### config.mk
export PLATFORM = sky130hd
export DESIGN_NAME = pipe_stage_skid
export DESIGN_NICKNAME = d
export VERILOG_FILES = /design/src/rtl/pipe_stage_skid.sv
export SDC_FILE = /design/constraint.sdc
export NUM_CORES = 1
export LEC_CHECK = 0
export ABC_CLOCK_PERIOD_IN_PS = 3400
export CAP_MARGIN = 10
export CORE_MARGIN = 1
export CORE_UTILIZATION = 53
export CTS_CLUSTER_SIZE = 16
export DETAILED_ROUTE_END_ITERATION = 7
export PLACE_DENSITY = 0.85
export SYNTH_ARGS = -nofsm -noshare
export SYNTH_HDL_FRONTEND = slang
export SYNTH_SLANG_ARGS = --single-unit
### constraint.sdc
create_clock -name clk -period 3.4 [get_ports clk]
set_input_delay 0.51 -clock clk [delete_from_list [all_inputs] [get_ports clk]]
set_output_delay 0.51 -clock clk [all_outputs]
set_load 0.005 [all_outputs]
### src/rtl/pipe_stage_skid.sv
// Pipeline stage register with valid/ready handshake, 2-entry skid buffer and flush-to-NOP.
// Optional stall/bubble performance counters are enabled by defining PIPE_PERF_CNT_EN.
module pipe_stage_skid #(
    parameter int CTRL_W = 12,
    parameter int DATA_W = 32,
    parameter int CNT_W  = 16
) (
    input  logic              clk,
    input  logic              rst,
    input  logic              flush,
    input  logic              in_valid,
    output logic              in_ready,
    input  logic [CTRL_W-1:0] in_ctrl,
    input  logic [DATA_W-1:0] in_data,
    output logic              out_valid,
    input  logic              out_ready,
    output logic [CTRL_W-1:0] out_ctrl,
    output logic [DATA_W-1:0] out_data,
`ifdef PIPE_PERF_CNT_EN
    output logic [CNT_W-1:0]  stall_cnt,
    output logic [CNT_W-1:0]  bubble_cnt,
`endif
    output logic [1:0]        occupancy
);

    // state | meaning
    // EMPTY | nothing held, outputs are NOP
    // FULL  | main register holds the presented entry
    // SKID  | main presented, skid holds the next entry, upstream held off
    typedef enum logic [1:0] {
        EMPTY = 2'd0,
        FULL  = 2'd1,
        SKID  = 2'd2
    } state_t;

    if (CNT_W < 1) begin : g_bad_cnt_w
        $error("CNT_W must be at least 1");
    end

    state_t              r_state;
    logic [CTRL_W-1:0]   r_main_ctrl;
    logic [DATA_W-1:0]   r_main_data;
    logic [CTRL_W-1:0]   r_skid_ctrl;
    logic [DATA_W-1:0]   r_skid_data;

    state_t              w_state_nxt;
    logic [CTRL_W-1:0]   w_main_ctrl_nxt;
    logic [DATA_W-1:0]   w_main_data_nxt;
    logic [CTRL_W-1:0]   w_skid_ctrl_nxt;
    logic [DATA_W-1:0]   w_skid_data_nxt;
    logic                w_acc;
    logic                w_rel;

    // in_ready comes straight from the state register, never from out_ready.
    assign in_ready  = (r_state != SKID);
    assign out_valid = (r_state != EMPTY);
    assign out_ctrl  = r_main_ctrl;
    assign out_data  = r_main_data;
    assign w_acc     = in_valid & in_ready;
    assign w_rel     = out_valid & out_ready;

    always_comb begin
        occupancy = 2'd0;
        case (r_state)
            FULL:    occupancy = 2'd1;
            SKID:    occupancy = 2'd2;
            default: occupancy = 2'd0;
        endcase
    end

    always_comb begin
        w_state_nxt     = r_state;
        w_main_ctrl_nxt = r_main_ctrl;
        w_main_data_nxt = r_main_data;
        w_skid_ctrl_nxt = r_skid_ctrl;
        w_skid_data_nxt = r_skid_data;
        if (flush) begin
            w_state_nxt     = EMPTY;
            w_main_ctrl_nxt = '0;
            w_main_data_nxt = '0;
            w_skid_ctrl_nxt = '0;
            w_skid_data_nxt = '0;
        end else begin
            case (r_state)
                EMPTY: begin
                    if (w_acc) begin
                        w_state_nxt     = FULL;
                        w_main_ctrl_nxt = in_ctrl;
                        w_main_data_nxt = in_data;
                    end
                end
                FULL: begin
                    if (w_acc && w_rel) begin
                        w_main_ctrl_nxt = in_ctrl;
                        w_main_data_nxt = in_data;
                    end else if (w_acc) begin
                        w_state_nxt     = SKID;
                        w_skid_ctrl_nxt = in_ctrl;
                        w_skid_data_nxt = in_data;
                    end else if (w_rel) begin
                        w_state_nxt     = EMPTY;
                        w_main_ctrl_nxt = '0;
                        w_main_data_nxt = '0;
                    end
                end
                SKID: begin
                    if (w_rel) begin
                        w_state_nxt     = FULL;
                        w_main_ctrl_nxt = r_skid_ctrl;
                        w_main_data_nxt = r_skid_data;
                        w_skid_ctrl_nxt = '0;
                        w_skid_data_nxt = '0;
                    end
                end
                default: begin
                    w_state_nxt     = EMPTY;
                    w_main_ctrl_nxt = '0;
                    w_main_data_nxt = '0;
                    w_skid_ctrl_nxt = '0;
                    w_skid_data_nxt = '0;
                end
            endcase
        end
    end

    always_ff @(posedge clk) begin
        if (!rst) begin
            r_state     <= EMPTY;
            r_main_ctrl <= '0;
            r_main_data <= '0;
            r_skid_ctrl <= '0;
            r_skid_data <= '0;
        end else begin
            r_state     <= w_state_nxt;
            r_main_ctrl <= w_main_ctrl_nxt;
            r_main_data <= w_main_data_nxt;
            r_skid_ctrl <= w_skid_ctrl_nxt;
            r_skid_data <= w_skid_data_nxt;
        end
    end

`ifdef PIPE_PERF_CNT_EN
    logic [CNT_W-1:0] r_stall_cnt;
    logic [CNT_W-1:0] r_bubble_cnt;

    // Both counters saturate at all-ones rather than wrapping.
    always_ff @(posedge clk) begin
        if (!rst || flush) begin
            r_stall_cnt  <= '0;
            r_bubble_cnt <= '0;
        end else begin
            if (out_valid && !out_ready && (r_stall_cnt != '1))
                r_stall_cnt <= r_stall_cnt + 1'b1;
            if (!out_valid && (r_bubble_cnt != '1))
                r_bubble_cnt <= r_bubble_cnt + 1'b1;
        end
    end

    assign stall_cnt  = r_stall_cnt;
    assign bubble_cnt = r_bubble_cnt;
`endif

endmodule
==> impl_metrics.env, run 1 <==
export IMPL_hpwl_um=6249
export IMPL_antennaDiodeCount=0
export IMPL_drtIter0Drc=334
export IMPL_final_setup_viol_count=0
export IMPL_path_max_fanout=21
export IMPL_layout_drive_gt1_share=0.06494
export IMPL_yosysTopAreaCell="dfxtp_1"
export IMPL_regArea_sq_um=1802
export IMPL_final_nets=583
export IMPL_max_stage_delay_ns=0.63
export IMPL_p_leak_nw=1.560
export IMPL_hold_end="out_ctrl[6]$_SDFFE_PP0P_"
export IMPL_critPathCaptureType="primary output"
export IMPL_min_path_cells=1
export IMPL_cts_tree="built"
export IMPL_reg2regPathDepth=5
export IMPL_grt_max_degree=60
export IMPL_ys_types=24
export IMPL_drtAntennaViolNets=0
export IMPL_track_usage=0.2649
export IMPL_finalCriticalPeriod_ns=2.512
export IMPL_port_buffers=96
export IMPL_maxSlewHeadroom=0.3093
export IMPL_core_area_sq_um=7253
export IMPL_die_area_sq_um=7829
export IMPL_wl_per_cell_um=16.02
export IMPL_die_w_um=88.48
export IMPL_p_sw_frac=0.2407
export IMPL_ys_warn_count=0
export IMPL_via_per_inst=5.978
export IMPL_cts_buffers=9
export IMPL_min_delay_start="out_ctrl[6]$_SDFFE_PP0P_"
export IMPL_clk_latency_ns=0.35
export IMPL_syn_area_sq_um=3964
export IMPL_critical_path_class="reg -> out"
export IMPL_synth_seq_cells=90
export IMPL_cp_arrival_ns=2.00
export IMPL_total_power_mw=2.079
export IMPL_crit_chain="nor2b_2 -> inv_2 -> clkdlybuf4s50_1"
export IMPL_fin_util=0.7071
export IMPL_htree_levels=3
export IMPL_status="finished, final reports clean"
export IMPL_postCtsSetupRepairBufs=0
export IMPL_clk_pin_slew_ns=0.09
export IMPL_cts_resized=0
export IMPL_critPathRequiredTime_ns=2.89
export IMPL_syn_area_per_cell_sq_um=8.524
export IMPL_combPwrFrac=0.110
export IMPL_worst_pin_slew_ns=1.036
export IMPL_fin_skew_ns=0.01453
export IMPL_die_h_um=88.48
export IMPL_rsz0062_at_grt="no"
export IMPL_slowest_stage="clkdlybuf4s50_1"
export IMPL_p_sw_mw=0.5005
export IMPL_start_util=0.5465
export IMPL_period_share=0.7388
export IMPL_synth_area_leaders="dfxtp_1 45%, nand2_1 13%, a221o_1 11%, nand3b_1 8.3%, a31oi_1 6.9%"
export IMPL_setup_slack_ns=0.8881
export IMPL_synthToLayoutAreaGrowth_pct=29.39
export IMPL_drc_errors=0
export IMPL_routed_wl_um=10220
export IMPL_synth_fp_nets=514
export IMPL_ff2ff_setup_slack_ns=1.49
export IMPL_pwr_share_clk=0.365
export IMPL_dp_slack_ns=0.8005
export IMPL_drv_slew=0
export IMPL_rows=31
export IMPL_syn_inst=465
export IMPL_ir_drop_mv=0.2196
export IMPL_grt_pass1_wl_um=16300
export IMPL_antenna_found_initial=0
export IMPL_root_buffer="clkbuf_8"
export IMPL_power_density_nw_per_um2=405.3
export IMPL_internal_power_mw=1.578
export IMPL_clock_sinks=90
export IMPL_overflow=0
export IMPL_finalSetupTns_ns=0
export IMPL_multi_input_area_sq_um=1963
export IMPL_hp_class="reg -> reg"
export IMPL_pin_count=97
export IMPL_regToRegStartpoint="r_state[0]$_SDFFE_PP0P_"
export IMPL_yosys_area_top_type_share=0.4545
export IMPL_clk_path_buf_depth=2
export IMPL_maxCapViolations=0
export IMPL_grt_pass1_vias=3474
export IMPL_gp_congestion=0.7956
export IMPL_yosysSeqAreaShare=0.4545
export IMPL_worstReg2RegEnd="out_data[20]$_SDFFE_PP0P_"
export IMPL_vias=3814
export IMPL_cp_start_kind="flop"
export IMPL_cts_hold_buf=0
export IMPL_drt_first_pass_iters=5
export IMPL_hold_violations=0
export IMPL_fmax_mhz=398.1
export IMPL_p_seq_frac=0.525
export IMPL_n_fill_cell=540
[Yosys cell counts (all sizes together)]
master  count
nand3b     44
mux2        1
inv         1
a31oi      44
buf        24
nor3       44
a221o      44
nand2     132
or2         2
nor4bb      1
or3b        1
clkbuf     23
nand2b      2
mux2i       1
nor2b       4
o32ai       2
nor2        2
dfxtp      90
nor3b       1
a21oi       2
[routing by layer]
layer	share of wire	routed length, um	global-route usage	vias up
li1	-	-	-	1821
met1	0.45	4626	0.3632	1818
met2	0.47	4778	0.4161	156
met3	0.063	645	0.03918	19
met4	0.017	171	0.1158	0
met5	0	0	0	-
[placed cells by master, fill, tap and decap left out]
| cell type | instances |
|---|---|
| a31oi_1 | 44 |
| inv_6 | 1 |
| nand3b_1 | 44 |
| nor2_4 | 1 |
| bufinv_16 | 1 |
| clkinv_4 | 2 |
| nor2b_2 | 1 |
| a21oi_1 | 2 |
| o32ai_4 | 1 |
| nand2b_2 | 1 |
| dfxtp_1 | 90 |
| clkbuf_8 | 11 |
| clkinv_2 | 1 |
| mux2_4 | 1 |
| a221o_1 | 44 |
| or3b_1 | 1 |
| buf_4 | 9 |
| buf_2 | 1 |
| nor2_1 | 1 |
| o32ai_1 | 1 |
| nor4bb_4 | 1 |
| inv_2 | 1 |
| nor3b_4 | 1 |
| mux2i_1 | 1 |
| or2_1 | 2 |
| nand2b_4 | 1 |
| clkdlybuf4s50_1 | 95 |
| nand2_1 | 132 |
| nor2b_1 | 3 |
| nor3_1 | 44 |
[worst max-delay path: cells and delay by family (launching register included)]
kind                   cells  cell delay [ns]
and+or+nand+nor            1             0.11
DFF                        1             0.56
buffers and inverters      2             0.98
[stage by stage]
stage               area (sq um)  cells  hold slack, ns
detailed placement          4916    622          0.4661
finish                      5129    638          0.4933
global route                5129    638          0.5142
global placement            4916    622          0.4684
floorplan                   3964    465          0.4687
CTS                         5129    638          0.4961
[registers in the layout, indices dropped and copies added, names as in the netlist]
signal	cells
r_state	2
r_skid_data	32
out_ctrl	12
r_skid_ctrl	12
out_data	32
[power groups by stage]
stage                     registers (mW)  clock network (mW)  logic [mW]
after CTS                           1.09               0.770       0.228
after global placement              1.12                   0       0.223
final                               1.09               0.758       0.229
after global routing                1.09               0.815       0.245
after floorplan                     1.11                   0       0.104
after detailed placement            1.12                   0       0.227
[cells by family after synthesis]
kind of cell | synth area share
buffers and inverters | 0.05997
DFF | 0.4545
muxes | 0.006312
and+or+nand+nor | 0.2869
AOI/OAI and AO/OA | 0.1922
[area by class of cell]
class | count | area share
flip-flops and latches | 90 | 0.3513
repair buffers | 105 | 0.1996
well taps | 99 | 0.02415
inverters | 1 | 0.0007319
multi-input cells | 327 | 0.3828
clock inverters | 5 | 0.01195
clock buffers | 11 | 0.02952
[how the worst max path moves through the flow]
stage                            start                      endpoint  slack, ns  cells after the start
2_1_floorplan                    flush      out_ctrl[0]$_SDFFE_PP0P_       1.77                      5
3_3_place_gp                 out_ready   r_skid_data[7]$_SDFFE_PP0P_       0.87                      4
3_5_place_dp                 out_ready  r_skid_data[17]$_SDFFE_PP0P_       0.80                      4
4_1_cts        r_state[0]$_SDFFE_PP0P_                      in_ready       0.89                      3
5_1_grt        r_state[0]$_SDFFE_PP0P_                      in_ready       0.81                      3
6_report       r_state[0]$_SDFFE_PP0P_                      in_ready       0.89                      3
Power figures use the tool's default switching activity.
==> run 2: changes to the inputs <==
- ABC_CLOCK_PERIOD_IN_PS: 3400 -> 2200
- CORE_UTILIZATION: 53 -> 45
- PLACE_DENSITY: 0.85 -> 0.77
- clock period: 3.4 -> 2.2 ns (I/O delays scaled with it)
==> run 2 against run 1 <==
Against the previous run: clock skew decreased by 0.0067 ns; count of clock-buffer cells in the layout decreased by 2; cell count increased by 2.2%; wire length increased by 5.8%; total power increased by 52%; largest cell class unchanged.
==> impl_metrics.env, run 2 (synthesized netlist as in run 1, its figures left out) <==
export IMPL_drt_first_pass_iters=5
export IMPL_fin_skew_ns=0.007800
export IMPL_final_nets=591
export IMPL_track_usage=0.2456
export IMPL_htree_levels=3
export IMPL_drv_slew=0
export IMPL_crit_chain="nor2b_2 -> inv_2 -> clkdlybuf4s50_1"
export IMPL_finalSetupTns_ns=0
export IMPL_hpwl_um=6698
export IMPL_fmax_mhz=482.9
export IMPL_period_share=0.9413
export IMPL_maxCapViolations=0
export IMPL_clk_pin_slew_ns=0.10
export IMPL_grt_pass1_wl_um=17480
export IMPL_max_stage_delay_ns=0.57
export IMPL_die_w_um=95.86
export IMPL_cts_tree="built"
export IMPL_path_max_fanout=9
export IMPL_cts_resized=0
export IMPL_critical_path_class="reg -> out"
export IMPL_maxSlewHeadroom=0.6735
export IMPL_ir_drop_mv=0.3546
export IMPL_slowest_stage="clkdlybuf4s50_1"
export IMPL_drtIter0Drc=285
export IMPL_dp_slack_ns=0.1789
export IMPL_hp_class="reg -> reg"
export IMPL_synthToLayoutAreaGrowth_pct=31.69
export IMPL_antenna_found_initial=0
export IMPL_hold_violations=0
export IMPL_via_per_inst=5.951
export IMPL_clk_latency_ns=0.37
export IMPL_routed_wl_um=10810
export IMPL_pin_count=97
export IMPL_critPathRequiredTime_ns=1.87
export IMPL_fin_cells=652
export IMPL_cts_buffers=9
export IMPL_die_area_sq_um=9188
export IMPL_status="finished, final reports clean"
export IMPL_drtAntennaViolNets=0
export IMPL_critPathCaptureType="primary output"
export IMPL_finalCriticalPeriod_ns=2.071
export IMPL_port_buffers=96
export IMPL_die_h_um=95.86
export IMPL_worst_pin_slew_ns=0.4897
export IMPL_grt_max_degree=49
export IMPL_rsz0062_at_grt="no"
export IMPL_start_util=0.4729
export IMPL_vias=3880
export IMPL_cp_arrival_ns=1.74
export IMPL_rows=33
export IMPL_final_setup_viol_count=0
export IMPL_clk_path_buf_depth=2
export IMPL_p_leak_nw=1.587
export IMPL_power_density_nw_per_um2=605.5
export IMPL_setup_slack_ns=0.1291
export IMPL_root_buffer="clkbuf_8"
export IMPL_postCtsSetupRepairBufs=0
export IMPL_layout_drive_gt1_share=0.07861
export IMPL_overflow=0
export IMPL_cp_start_kind="flop"
export IMPL_grt_pass1_vias=3622
export IMPL_cts_hold_buf=0
export IMPL_final_cell_mix="132 x nand2_1, 95 x clkdlybuf4s50_1, 90 x dfxtp_1"
export IMPL_drc_errors=0
export IMPL_hold_slack_ns=0.4944
export IMPL_clock_sinks=90
export IMPL_gp_congestion=0.8163
export IMPL_post_place_cells=636
export IMPL_wl_per_cell_um=16.58
export IMPL_final_common_cell="nand2_1"
export IMPL_antennaDiodeCount=0
export IMPL_fin_util=0.6228
export IMPL_core_area_sq_um=8382
-- run 2: changes by cell type in the layout (fill, tap and decap cells not counted) --
cell	change
buf_12	+4
buf_4	+4
clkinvlp_4	+3
clkbuf_8	-2
inv_8	+2
bufinv_16	-1
clkinv_2	-1
clkinv_4	-1
-- run 2: path summary, 6_finish.rpt --
check / startpoint / to / slack (ns) / depth (start not counted)
worst max-delay path: r_state[0]$_SDFFE_PP0P_ / in_ready / 0.13 / 3
worst min-delay path: out_data[28]$_SDFFE_PP0P_ / out_data[28]$_SDFFE_PP0P_ / 0.49 / 1
worst max register to register: r_state[0]$_SDFFE_PP0P_ / out_data[8]$_SDFFE_PP0P_ / 0.46 / 4
worst min register to register: out_data[28]$_SDFFE_PP0P_ / out_data[28]$_SDFFE_PP0P_ / 0.49 / 1
-- run 2: through the flow --
step | power (mW) | cell area [sq um]
5_1_grt | 3.280 | 5220
3_5_place_dp | 2.103 | 5034
3_3_place_gp | 2.099 | 5034
4_1_cts | 3.184 | 5220
6_report | 3.161 | 5220
2_1_floorplan | 1.882 | 3964
-- run 2: critical path: cells and delay by family, from the launching register on --
family / cells / cell delay (ns)
and+or+nand+nor: 1 / 0.11
DFF: 1 / 0.56
buffers and inverters: 2 / 0.70
-- run 2: power by group --
group | leakage (nW) | internal (mW) | switching [mW]
registers | 0.729 | 1.66 | 0.0252
clock network | 0.0859 | 0.432 | 0.661
logic | 0.772 | 0.200 | 0.179
-- run 2: cell type report --
type,count,area [sq um]
Sequential cell,90,1802
Fill cell,731,3162
Inverter,1,3.754
Multi-Input combinational cell,327,1963
Clock inverter,7,62.56
Tap cell,105,131.4
Timing Repair Buffer,113,1134
Clock buffer,9,123.9
-- run 2: metal layers --
layer / vias to the layer above / GRT usage / wire, um
met5: - / 0 / 0
met4: 0 / 0.07836 / 121
met3: 12 / 0.05450 / 799
met2: 141 / 0.4113 / 5170
met1: 1885 / 0.3136 / 4718
li1: 1842 / - / -
==> run 3: changes to the inputs <==
- CELL_PAD_IN_SITES_DETAIL_PLACEMENT: not set -> 0
- CELL_PAD_IN_SITES_GLOBAL_PLACEMENT: not set -> 1
- CORE_UTILIZATION: 45 -> 33
- GPL_TIMING_DRIVEN: not set -> 0
- PLACE_DENSITY: 0.77 -> not set
- PLACE_DENSITY_LB_ADDON: not set -> 0.1
==> run 3 against run 2 <==
Against the previous run: the run now ends with DRC left; cell count is 10% higher; global-route usage is 4.7 points lower; combinational power is 3% higher; critical path depth stayed put; register-to-register slack hardly changed.
==> impl_metrics.env, run 3 (synthesized netlist as in run 1, its figures left out) <==
export IMPL_p_sw_mw=0.8707
export IMPL_combPwrFrac=0.104
export IMPL_pwr_share_clk=0.447
export IMPL_vias=3849
export IMPL_internal_power_mw=2.884
export IMPL_antennaDiodeCount=0
export IMPL_hp_class="reg -> reg"
export IMPL_drtIter0Drc=259
export IMPL_start_util=0.3427
export IMPL_layout_drive_gt1_share=0.07118
export IMPL_ir_drop_mv=0.3569
export IMPL_drt_first_pass_iters=7
export IMPL_min_path_cells=1
export IMPL_n_fill_cell=1140
export IMPL_rows=39
export IMPL_grt_pass1_vias=3934
export IMPL_fmax_mhz=483.6
export IMPL_drtAntennaViolNets=0
export IMPL_track_usage=0.1986
export IMPL_power_density_nw_per_um2=691.7
export IMPL_p_sw_frac=0.2319
export IMPL_ff2ff_setup_slack_ns=0.45
export IMPL_cp_arrival_ns=1.74
export IMPL_clk_latency_ns=0.34
export IMPL_via_per_inst=5.353
export IMPL_port_buffers=96
export IMPL_final_nets=620
export IMPL_finalCriticalPeriod_ns=2.068
export IMPL_die_h_um=111.6
export IMPL_p_seq_frac=0.449
export IMPL_core_area_sq_um=11560
export IMPL_hold_end="out_data[30]$_SDFFE_PP0P_"
export IMPL_hold_violations=0
export IMPL_antenna_found_initial=0
export IMPL_clk_pin_slew_ns=0.06
export IMPL_top_layer_used="met4"
export IMPL_total_power_mw=3.755
export IMPL_synthToLayoutAreaGrowth_pct=36.96
export IMPL_critPathRequiredTime_ns=1.87
export IMPL_worstReg2RegEnd="out_data[16]$_SDFFE_PP0P_"
export IMPL_grt_pass1_wl_um=19740
export IMPL_overflow=0
export IMPL_hpwl_um=7865
export IMPL_critPathCaptureType="primary output"
export IMPL_post_dp_cell_area_sq_um=5104
export IMPL_root_buffer="clkbuf_16"
export IMPL_critical_path_class="reg -> out"
export IMPL_worst_pin_slew_ns=0.6052
export IMPL_violations="DRC"
export IMPL_drv_slew=0
export IMPL_final_setup_viol_count=0
export IMPL_fin_area_sq_um=5429
export IMPL_finalSetupTns_ns=0
export IMPL_drc_errors=6
export IMPL_cts_tree="built"
export IMPL_cts_hold_buf=0
export IMPL_cts_buffers=9
export IMPL_maxCapViolations=0
export IMPL_clk_path_buf_depth=2
export IMPL_wl_per_cell_um=16.75
export IMPL_reg2regPathDepth=5
export IMPL_path_max_fanout=19
export IMPL_period_share=0.9399
export IMPL_rsz0062_at_grt="no"
export IMPL_gp_congestion=0.7604
export IMPL_cp_start_kind="flop"
export IMPL_min_delay_start="out_data[30]$_SDFFE_PP0P_"
export IMPL_fin_skew_ns=0.007049
export IMPL_p_leak_nw=1.680
export IMPL_grt_max_degree=20
export IMPL_final_cell_mix="132 x nand2_1, 96 x clkdlybuf4s50_1, 90 x dfxtp_1"
export IMPL_maxSlewHeadroom=0.5951
export IMPL_wirelength_met1_um=5906
export IMPL_die_area_sq_um=12450
export IMPL_pin_count=97
export IMPL_regToRegStartpoint="r_state[0]$_SDFFE_PP0P_"
export IMPL_met3_wirelength_um=547
export IMPL_clock_sinks=90
export IMPL_final_common_cell="nand2_1"
export IMPL_die_w_um=111.6
export IMPL_met2_length_um=5399
export IMPL_htree_levels=3
export IMPL_status="finished, violations left"
export IMPL_routed_wl_um=12040
-- run 3: cell types whose count changed in the layout (fill, tap and decap cells not counted), sizes merged --
cell           delta
clkdlybuf4s50     +1
clkinvlp          -2
inv               -3
buf               +5
clkbuf           +25
clkinv            +1
bufinv            +2
-- run 3: stage by stage --
stage | cells | utilization | setup slack (ns) | hold WS (ns)
5_1_grt | 719 | 0.4694 | 0.02007 | 0.4997
6_report | 719 | 0.4694 | 0.1323 | 0.4845
2_1_floorplan | 465 | - | 0.7484 | 0.4687
3_3_place_gp | 704 | 0.4413 | -0.1875 | 0.4678
4_1_cts | 719 | 0.4687 | 0.02360 | 0.4900
3_5_place_dp | 704 | 0.4413 | -0.2513 | 0.4681
-- run 3: worst max path at each step --
stage | endpoint | start
2_1_floorplan | out_ctrl[0]$_SDFFE_PP0P_ | flush
3_3_place_gp | out_data[19]$_SDFFE_PP0P_ | flush
3_5_place_dp | out_data[19]$_SDFFE_PP0P_ | in_valid
4_1_cts | in_ready | r_state[1]$_SDFFE_PP0P_
5_1_grt | in_ready | r_state[1]$_SDFFE_PP0P_
6_report | in_ready | r_state[1]$_SDFFE_PP0P_
-- run 3: worst max-delay path: stages, from the launching register on --
cell and delay, ns:
dfxtp_1 0.47, nor2b_2 0.30, inv_4 0.15, clkdlybuf4s50_1 0.48
-- run 3: timing repair --
item | 4_1_cts | 5_1_grt
setup endpoints to repair | 2 | 10
pin swaps | 0 | 0
gates resized for setup | 1 | 3
setup buffers | 0 | 0
-- run 3: power groups by stage --
stage               logic (mW)  registers, mW  clock network, mW
global placement         0.390           1.72                  0
detailed placement       0.391           1.72                  0
floorplan                0.161           1.72                  0
CTS                      0.393           1.69               1.71
global route             0.421           1.69               1.79
finish                   0.389           1.69               1.68
-- run 3: layer usage --
layer	track usage	vias to the layer above
met3	0.04682	16
met2	0.3108	110
met4	0.08288	0
met5	0	-
met1	0.2624	1828
li1	-	1895
-- run 3: final cells by class --
class / count / area (sq um) / share of cell area
well taps: 143 / 178.9 / 0.03296
repair buffers: 96 / 960.9 / 0.1770
multi-input cells: 327 / 1931 / 0.3556
plain buffers: 46 / 230.2 / 0.04241
flip-flops and latches: 90 / 1802 / 0.3319
clock buffers: 11 / 242.7 / 0.04471
inverters: 1 / 6.256 / 0.001152
clock inverters: 5 / 77.57 / 0.01429
